===== config.mk =====
export PLATFORM = sky130hd
export DESIGN_NAME = mult_div_unit
export DESIGN_NICKNAME = d
export VERILOG_FILES = /design/src/rtl/mult_div_unit_pkg.sv /design/src/rtl/mult_div_unit_step.sv /design/src/rtl/mult_div_unit.sv
export SDC_FILE = /design/constraint.sdc
export NUM_CORES = 1
export LEC_CHECK = 0
export CORE_MARGIN = 2
export CORE_UTILIZATION = 53
export DETAILED_ROUTE_END_ITERATION = 12
export PLACE_DENSITY = 0.79
export SLEW_MARGIN = 20
export SYNTH_ARGS = -nofsm -noshare
export SYNTH_HDL_FRONTEND = slang
export SYNTH_SLANG_ARGS = --single-unit

===== constraint.sdc =====
create_clock -name clk -period 3.2 [get_ports clk]
set_input_delay 0.32 -clock clk [delete_from_list [all_inputs] [get_ports clk]]
set_output_delay 0.32 -clock clk [all_outputs]
set_load 0.02 [all_outputs]

===== src/rtl/mult_div_unit_pkg.sv =====
// Shared definitions for the iterative multiply/divide unit.
// Contents:
//   md_op_e    - operation encoding driven by the control unit
//   md_state_e - sequencer states (IDLE, RUN, FIX)
package mult_div_unit_pkg;

    typedef enum logic [1:0] {
        MD_MULT  = 2'b00,
        MD_MULTU = 2'b01,
        MD_DIV   = 2'b10,
        MD_DIVU  = 2'b11
    } md_op_e;

    typedef enum logic [1:0] {
        IDLE = 2'b00,
        RUN  = 2'b01,
        FIX  = 2'b10
    } md_state_e;

endpackage


===== src/rtl/mult_div_unit_step.sv =====
// Combinational single-iteration datapath for the multiply/divide unit.
// Ports:
//   is_div  - 1: restoring divide step, 0: shift-add multiply step
//   acc     - current {HI, LO} accumulator
//   operand - multiplicand (multiply) or divisor (divide) magnitude
//   acc_nx  - accumulator after one radix-2 step
module mult_div_unit_step #(
    parameter int WIDTH = 32
) (
    input  logic                 is_div,
    input  logic [2*WIDTH-1:0]   acc,
    input  logic [WIDTH-1:0]     operand,
    output logic [2*WIDTH-1:0]   acc_nx
);

    logic [WIDTH:0]   sum_s;
    logic [WIDTH-1:0] trial_s;
    logic             ge_s;

    // One radix-2 multiply or divide iteration.
    always_comb begin
        acc_nx  = acc;
        // Multiply: the carry out of the add is kept so it shifts into HI.
        sum_s   = {1'b0, acc[2*WIDTH-1:WIDTH]} + {1'b0, operand};
        // Divide: the partial remainder shifted left is WIDTH+1 bits wide,
        // so the trial compare is done on WIDTH+1 bits; only the low WIDTH
        // bits of the difference can be nonzero when the trial succeeds.
        ge_s    = (acc[2*WIDTH-1:WIDTH-1] >= {1'b0, operand});
        trial_s = acc[2*WIDTH-2:WIDTH-1] - operand;
        if (is_div) begin
            if (ge_s) begin
                acc_nx = {trial_s, acc[WIDTH-2:0], 1'b1};
            end else begin
                acc_nx = {acc[2*WIDTH-2:0], 1'b0};
            end
        end else begin
            if (acc[0]) begin
                acc_nx = {sum_s, acc[WIDTH-1:1]};
            end else begin
                acc_nx = {1'b0, acc[2*WIDTH-1:1]};
            end
        end
    end

endmodule


===== src/rtl/mult_div_unit.sv =====
// Iterative multiply/divide unit owning the HI/LO registers.
// Ports:
//   clk, rst_n      - clock (rising edge), asynchronous active-low reset
//   start, op, a, b - launch request (sampled in IDLE), operation, operands
//   kill            - abort the in-flight operation without touching HI/LO
//   wr_hi, wr_lo    - mthi/mtlo strobes (honoured in IDLE), wr_data payload
//   hi, lo          - HI/LO registers
//   busy            - operation in flight (state != IDLE)
//   done            - one-cycle pulse after HI/LO were written by an operation
module mult_div_unit
    import mult_div_unit_pkg::*;
#(
    parameter int WIDTH = 32,
    parameter int CNT_W = 6
) (
    input  logic             clk,
    input  logic             rst_n,
    input  logic             start,
    input  logic [1:0]       op,
    input  logic [WIDTH-1:0] a,
    input  logic [WIDTH-1:0] b,
    input  logic             kill,
    input  logic             wr_hi,
    input  logic             wr_lo,
    input  logic [WIDTH-1:0] wr_data,
    output logic [WIDTH-1:0] hi,
    output logic [WIDTH-1:0] lo,
    output logic             busy,
    output logic             done
);

    md_state_e          state_r, state_nx;
    logic [CNT_W-1:0]   cnt_r;
    logic [2*WIDTH-1:0] acc_r;
    logic [2*WIDTH-1:0] acc_nx_s;
    logic [WIDTH-1:0]   opnd_r;
    logic               is_div_r;
    logic               neg_lo_r;
    logic               neg_hi_r;
    logic [WIDTH-1:0]   hi_r, lo_r;
    logic               busy_r, done_r;

    logic               launch_s;
    logic               is_signed_s;
    logic [WIDTH-1:0]   a_abs_s, b_abs_s;
    logic [2*WIDTH-1:0] prod_neg_s;
    logic [WIDTH-1:0]   fix_hi_s, fix_lo_s;

    assign launch_s    = (state_r == IDLE) && start && !kill;
    assign is_signed_s = (op == MD_MULT) || (op == MD_DIV);
    assign a_abs_s     = (is_signed_s && a[WIDTH-1]) ? (~a + {{(WIDTH-1){1'b0}}, 1'b1}) : a;
    assign b_abs_s     = (is_signed_s && b[WIDTH-1]) ? (~b + {{(WIDTH-1){1'b0}}, 1'b1}) : b;

    mult_div_unit_step #(.WIDTH(WIDTH)) u_step (
        .is_div  (is_div_r),
        .acc     (acc_r),
        .operand (opnd_r),
        .acc_nx  (acc_nx_s)
    );

    // Sign correction of the finished magnitude result.
    always_comb begin
        prod_neg_s = ~acc_r + {{(2*WIDTH-1){1'b0}}, 1'b1};
        fix_hi_s   = acc_r[2*WIDTH-1:WIDTH];
        fix_lo_s   = acc_r[WIDTH-1:0];
        if (is_div_r) begin
            // Quotient and remainder take independent signs.
            if (neg_hi_r) begin
                fix_hi_s = ~acc_r[2*WIDTH-1:WIDTH] + {{(WIDTH-1){1'b0}}, 1'b1};
            end else begin
                fix_hi_s = acc_r[2*WIDTH-1:WIDTH];
            end
            if (neg_lo_r) begin
                fix_lo_s = ~acc_r[WIDTH-1:0] + {{(WIDTH-1){1'b0}}, 1'b1};
            end else begin
                fix_lo_s = acc_r[WIDTH-1:0];
            end
        end else begin
            // The product is negated as one double-width value.
            if (neg_lo_r) begin
                fix_hi_s = prod_neg_s[2*WIDTH-1:WIDTH];
                fix_lo_s = prod_neg_s[WIDTH-1:0];
            end else begin
                fix_hi_s = acc_r[2*WIDTH-1:WIDTH];
                fix_lo_s = acc_r[WIDTH-1:0];
            end
        end
    end

    // Sequencer state register.
    always_ff @(posedge clk or negedge rst_n) begin
        if (!rst_n) begin
            state_r <= IDLE;
        end else begin
            state_r <= state_nx;
        end
    end

    // Sequencer next-state logic.
    always_comb begin
        state_nx = state_r;
        case (state_r)
            IDLE: begin
                if (launch_s) begin
                    state_nx = RUN;
                end else begin
                    state_nx = IDLE;
                end
            end
            RUN: begin
                if (kill) begin
                    state_nx = IDLE;
                end else if (cnt_r == {{(CNT_W-1){1'b0}}, 1'b1}) begin
                    state_nx = FIX;
                end else begin
                    state_nx = RUN;
                end
            end
            FIX:     state_nx = IDLE;
            default: state_nx = IDLE;
        endcase
    end

    // Datapath registers, HI/LO and registered status outputs.
    always_ff @(posedge clk or negedge rst_n) begin
        if (!rst_n) begin
            cnt_r    <= {CNT_W{1'b0}};
            acc_r    <= {(2*WIDTH){1'b0}};
            opnd_r   <= {WIDTH{1'b0}};
            is_div_r <= 1'b0;
            neg_lo_r <= 1'b0;
            neg_hi_r <= 1'b0;
            hi_r     <= {WIDTH{1'b0}};
            lo_r     <= {WIDTH{1'b0}};
            busy_r   <= 1'b0;
            done_r   <= 1'b0;
        end else begin
            done_r <= 1'b0;
            busy_r <= (state_nx != IDLE);
            case (state_r)
                IDLE: begin
                    if (wr_hi) hi_r <= wr_data;
                    if (wr_lo) lo_r <= wr_data;
                    if (launch_s) begin
                        is_div_r <= op[1];
                        cnt_r    <= CNT_W'(WIDTH);
                        // Multiply keeps the multiplier in LO and shifts it
                        // out; divide keeps the dividend in LO and shifts in
                        // quotient bits.
                        acc_r    <= {{WIDTH{1'b0}}, op[1] ? a_abs_s : b_abs_s};
                        opnd_r   <= op[1] ? b_abs_s : a_abs_s;
                        neg_lo_r <= is_signed_s && (a[WIDTH-1] ^ b[WIDTH-1]);
                        neg_hi_r <= is_signed_s && a[WIDTH-1];
                    end
                end
                RUN: begin
                    if (!kill) begin
                        acc_r <= acc_nx_s;
                        cnt_r <= cnt_r - {{(CNT_W-1){1'b0}}, 1'b1};
                    end
                end
                FIX: begin
                    if (!kill) begin
                        hi_r   <= fix_hi_s;
                        lo_r   <= fix_lo_s;
                        done_r <= 1'b1;
                    end
                end
                default: begin
                    done_r <= 1'b0;
                end
            endcase
        end
    end

    assign hi   = hi_r;
    assign lo   = lo_r;
    assign busy = busy_r;
    assign done = done_r;

endmodule


After elaboration in Yosys (flattened, before gate mapping):

Cells that the tools add are included.

* register bits after elaboration: 173
* bits of input ports: 104
* output and inout port bits: 66
* logic and storage cells: 82

* $add $sub $neg: 8
* order comparisons: 1
* equal/unequal tests: 9
* muxes and demuxes: 31
* bitwise logic cells: 6
* reduce and logical (&&, ||, !) cells: 16

Operators with widths (number)
* 32-bit two-way mux: 14
* 64-bit two-way mux: 5
* 32-bit by 1-bit adder with 32-bit output (second input constant): 4
* 32-bit inverter: 4
* 32-bit one-hot mux with 2 select lines: 2
* 64-bit one-hot mux with 2 select lines: 1
* 64-bit by 1-bit adder with 64-bit output (second input constant): 1
* 64-bit inverter: 1
* 32-bit by 32-bit adder with 33-bit output: 1
* 33-bit by 32-bit >= comparator with 1-bit output: 1
* 32-bit subtractor: 1
* 6-bit two-way mux: 2
* 6-bit one-hot mux with 2 select lines: 1
* 2-bit inequality test (second input constant): 5
* 3-bit AND reduction: 3
* 6-bit by 1-bit equality test with 1-bit output (second input constant): 1
* 2-bit nonzero test: 3
* 6-bit by 1-bit subtractor with 6-bit output (second input constant): 1
* 1-bit logical AND: 5
* 2-bit equality test (second input constant): 2
* 2-bit zero test: 2
* 2-bit two-way mux: 2
* 2-bit one-hot mux with 2 select lines: 1
* 1-bit two-way mux: 3
* other kinds (5): 5

Longest topological paths before layout:

* word-level depth: 7
* gate-level depth with buffers: 15

Modules after synthesis:

A second synthesis with hierarchy kept.

* cell total of the unflattened synthesis: 2018
* area, all modules: 16017.9 um2

Modules (own cells, without submodules)
* mult_div_unit: times used 1, cells an instance 1285, area each 11008.1 um2, sequential area each 4329.2 um2
* mult_div_unit_step: times used 1, cells an instance 733, area each 5009.8 um2, sequential area each 0.0 um2

Worst setup path after synthesis:

OpenSTA, ideal clock, no wires.

* path type: register to register
* start: register acc_r[0]
* end: register hi_r[18], in the netlist hi[18]
* data arrival time: 3121 ps
* slack: -50 ps
* cell stages (with the launch flop): 15
* period minus slack after synthesis: 3250 ps
* cells stage by stage: dfrtp_1 clkbuf_1 inv_1 clkbuf_1 clkbuf_1 ha_1 nand4b_1 nand4b_1 or3_1 buf_2 o41ai_1 o22ai_1 xor2_1 a21oi_1 o21ai_1

* cells in the longest elaborated chain, start to end: 6

Ends and longest elaborated chain
* start: declaration: line mult_div_unit.sv:34 `logic [2*WIDTH-1:0] acc_r;`
* start signal: assignment: line mult_div_unit.sv:128 `acc_r <= {(2*WIDTH){1'b0}};`
* start signal: assignment: line mult_div_unit.sv:150 `acc_r <= {{WIDTH{1'b0}}, op[1] ? a_abs_s : b_abs_s};`
* start signal: assignment: line mult_div_unit.sv:158 `acc_r <= acc_nx_s;`
* 64-bit inverter: line mult_div_unit.sv:63 `prod_neg_s = ~acc_r + {{(2*WIDTH-1){1'b0}}, 1'b1};`
* 64-bit by 1-bit adder with 64-bit output: line mult_div_unit.sv:63
* 32-bit two-way mux: line mult_div_unit.sv:80 `if (neg_lo_r) begin`
* 32-bit two-way mux: line mult_div_unit.sv:66 `if (is_div_r) begin`
* 32-bit two-way mux: line mult_div_unit.sv:163 `if (!kill) begin`
* 32-bit one-hot mux with 2 select lines: line mult_div_unit.sv:140 `case (state_r)`
* end signal: assignment: line mult_div_unit.sv:133 `hi_r <= {WIDTH{1'b0}};`
* end signal: assignment: line mult_div_unit.sv:142 `if (wr_hi) hi_r <= wr_data;`
* end signal: assignment: line mult_div_unit.sv:164 `hi_r <= fix_hi_s;`
* end: declaration: line mult_div_unit.sv:40 `logic [WIDTH-1:0] hi_r, lo_r;`

Every way passes these cells. The select of a mux whose other input is x is not followed.
A chain may end at the register's enable or synchronous reset.

Final worst setup path:

* start: register opnd_r[11]
* end: register acc_r[32]

* cells in the longest elaborated chain, start to end: 5

Ends and longest elaborated chain
* start: declaration: line mult_div_unit.sv:36 `logic [WIDTH-1:0] opnd_r;`
* start signal: assignment: line mult_div_unit.sv:129 `opnd_r <= {WIDTH{1'b0}};`
* start signal: assignment: line mult_div_unit.sv:151 `opnd_r <= op[1] ? b_abs_s : a_abs_s;`
* 33-bit by 32-bit >= comparator with 1-bit output: line mult_div_unit_step.sv:28 `ge_s = (acc[2*WIDTH-1:WIDTH-1] >= {1'b0, operand});`
* 64-bit two-way mux: line mult_div_unit_step.sv:31 `if (ge_s) begin`
* 64-bit two-way mux: line mult_div_unit_step.sv:30 `if (is_div) begin`
* 64-bit two-way mux: line mult_div_unit.sv:157 `if (!kill) begin`
* 64-bit one-hot mux with 2 select lines: line mult_div_unit.sv:140

Every way passes these cells. The select of a mux whose other input is x is not followed.

==> qor.txt <==
P per Cell Area -> 970 mW/mm^2
sequential fraction of the synthesis area -> 27.6%
measured slew at the worst slew-check pin -> 0.927 ns
simple-gate share of the synthesized area -> 20.1%
Setup CP Type -> reg -> reg
GRT Residual Overflow -> 0
post-synthesis compound-gate area fraction -> 26.3%
critical path peak fanout -> 8
Placed Cells -> 2711
DP Wirelength -> 47.1 mm
slack of the critical path -> -0.0650 ns
vias in the first global route -> 16600
DR vias -> 17600
CTS Buffer Depth -> 2
Root Buffer -> clkbuf_16
io pins -> 170
CP most frequent cell -> buf_6
static leakage -> 8.78 nW
Post-synth EDFFs -> 0
Final period util -> 102%
CTS buffer count -> 17
Synth Instances -> 2049
CP endpoint kind -> flop
Synth top area share -> 27.6%
RSZ-0062 raised after global routing -> yes
antenna-violating nets left -> 0
share of layout cells above drive strength 1 -> 16.5%
total wire length -> 61.5 mm
nets -> 2535
Ys Warns -> 0
post-synthesis instance area -> 0.0157 sq mm
Worst-path clk slew -> 0.09 ns
post-synth top area cell -> dfrtp_1
pin count of the biggest net entering global routing -> 73
GP Congestion -> 0.995
Die X -> 176 microns
CTS tree -> built
CP Data Arrival Time -> 3.57 ns
XOR/XNOR Fraction of Synth Area -> 9.67%
initial antenna violation count -> 1
crit-path max cell delay -> 0.49 ns
Final min period -> 3.27 ns
CP Cell Sequence -> inv_1 > ha_4 > nand4_1 > o221ai_2 > a211oi_2 > nor3_2 > a21oi_2 > a21o_1 > o41ai_4 > buf_6 > buf_12 > buf_6 > nand2_1 > o211ai_1 > o221ai_1
routed length per instance -> 22.3 microns
Relative slew margins -> 38.0%
std cell rows -> 62
Fin Setup TNS -> -0.376 ns
I/O Buffers -> 169
die area -> 0.0310 sq mm
result of the run -> finished, violations left
Max Cap Violations -> 0
max-slew violation count -> 0
endpoints failing setup -> 11
synthesis-to-finish area growth -> 29.9%
clk sinks -> 173
failing checks -> setup timing
1st-iter DRT viols -> 2250
post-synthesis mux area share -> 5.53%
Fin Clk Skew -> 0.0217 ns
Fmax -> 0.306 GHz
Mapped Nets -> 2225
DRT Pass-1 Iters -> 6
Critical-path top delay cell -> o41ai_4
Hold Crit Class -> in -> async
final hold violations -> 0
via/cell ratio -> 6.37
Async S/R FF share, synth -> 100%
Critical Path Source Type -> flop
Synth Flop Type -> dfrtp_1
Die Y -> 176 microns
Finished Layout Cells -> 2756
Synth Register Bits -> 173
Post-Synth Adder-Cell Area -> 5.84%
Starting Density -> 54.2%
largest family of logic cells by synthesized area -> compound AO/OA/AOI/OAI gates
Core Area -> 0.0289 sq mm
worst-skew pair later-pin latency -> 0.46 ns
peak supply drop -> 537 uV
top cells by area, synth -> dfrtp_1 (28%), a21oi_1 (6.9%), ha_1 (5.6%), nor2_1 (5.4%), o21ai_0 (5.4%)
Max H-tree Level -> 4
GR Util All Layers -> 38.8%
post-synth cell types -> 81
first-pass GRT wire length -> 93.5 mm
DRC -> 0
Worst Path Required -> 3.50 ns
Avg Synthesized Cell Area -> 7.65 sq um
cell family with most CP delay -> compound AO/OA/AOI/OAI gates
Antenna Cells -> 0
WP buf/inv -> 4
==> what timing repair did <==
action / in CTS / in global routing
gates resized for setup: 11 / 74
setup buffers: 0 / 11
hold buffers: 1 / 0
endpoints found under the setup margin: 31 / 44
endpoints found under the hold margin: 63 / 0
cloned: 0 / 1
pin swaps: 2 / 40
==> logic make-up after synthesis <==
| group | after synthesis |
|---|---|
| simple gates | 680 |
| flops | 173 |
| compound gates | 662 |
| fa+ha+maj | 72 |
| buf+inv | 204 |
| mux | 85 |
| xor+xnor | 173 |
==> registers in the layout (all words and copies together), names as in the netlist <==
name,flops
cnt_r,6
hi,32
state_r,2
opnd_r,32
lo,32
done,1
neg_lo_r,1
neg_hi_r,1
busy,1
acc_r,64
is_div_r,1
==> cells in the mapped netlist, types with 8 or more instances <==
master,instances
nor2_1,227
nand2_1,226
a21oi_1,217
dfrtp_1,173
o21ai_0,170
clkbuf_1,112
xnor2_1,94
xor2_1,79
mux2i_1,72
ha_1,70
inv_1,67
o31ai_1,54
nor3_1,45
a21o_1,30
a211oi_1,28
or3_1,26
a31oi_1,22
nand3_1,22
nand2b_1,19
o211ai_1,19
nor2b_1,17
nor4_1,17
nand4_1,16
o21a_1,16
buf_1,15
mux2_2,13
and2_1,11
or4_1,11
a221oi_1,10
and3_1,10
o221ai_1,9
a22o_1,8
o21bai_1,8
==> cell type report <==
type,count,area [sq um]
timing repair buffer,426,3710
multi-input combinational,1672,10900
clock buffer,17,425
inverter,69,259
clock inverter,15,213
sequential,173,4340
tap,384,480
fill,2318,8580
==> report_power, final <==
| group | leakage (nW) | switching, mW | internal, mW |
|---|---|---|---|
| logic | 6.37 | 7.57 | 6.20 |
| registers | 2.10 | 0.831 | 2.87 |
| clock network | 0.308 | 1.14 | 1.14 |
==> per-layer routing <==
| layer | wire [microns] | track usage (%) |
|---|---|---|
| met1 | 24700 | 53.1 |
| met2 | 26700 | 58.4 |
| met3 | 6730 | 7.69 |
| met4 | 3370 | 20.1 |
| met5 | 13 | 0 |
==> cell usage in the layout, fill, tap and decap left out, types with 7 or more instances in the layout <==
cell type        instances
buf_4                  246
nor2_1                 226
nand2_1                226
a21oi_1                210
dfrtp_1                167
clkdlybuf4s50_1        167
o21ai_0                161
xnor2_1                 93
xor2_1                  79
mux2i_1                 70
inv_1                   64
ha_1                    57
o31ai_1                 53
nor3_1                  43
a21o_1                  29
or3_1                   24
a211oi_1                24
nand3_1                 21
a31oi_1                 21
o211ai_1                19
nand2b_1                18
clkbuf_16               18
o21a_1                  16
nand4_1                 16
nor4_1                  16
nor2b_1                 15
mux2_2                  12
and2_1                  11
or4_1                   10
o21ai_1                 10
ha_4                    10
and3_1                   9
o21bai_1                 8
o221ai_1                 8
a22o_1                   8
a221oi_1                 8
a21oi_2                  7
o22ai_1                  7
clkinv_8                 7
==> through the flow <==
stage	hold WS [ns]	area, sq um	setup slack (ns)	utilization (%)	total power [mW]
floorplan	0.0244	15700	0.0440	-	11.1
global placement	0.362	19200	-0.202	66.4	15.9
detailed placement	0.358	19200	-0.243	66.4	16.1
CTS	0.466	19900	0.00201	68.8	18.5
global route	0.476	20400	-0.136	70.4	20.9
finish	0.421	20400	-0.0650	70.4	19.8
==> final timing paths <==
kind | from | end | slack (ns) | cells after the start
min in group clk | hi[0] | hi[0] | 0.48 | 2
setup / recovery | opnd_r[11] | acc_r[32] | -0.07 | 15
setup reg to reg | opnd_r[11] | acc_r[32] | -0.07 | 15
max in group asynchronous | rst_n | is_div_r | 1.89 | 3
hold / removal | rst_n | acc_r[60] | 0.42 | 2
hold reg to reg | hi[0] | hi[0] | 0.48 | 2
Note: power is estimated with default switching activity, not from simulation.
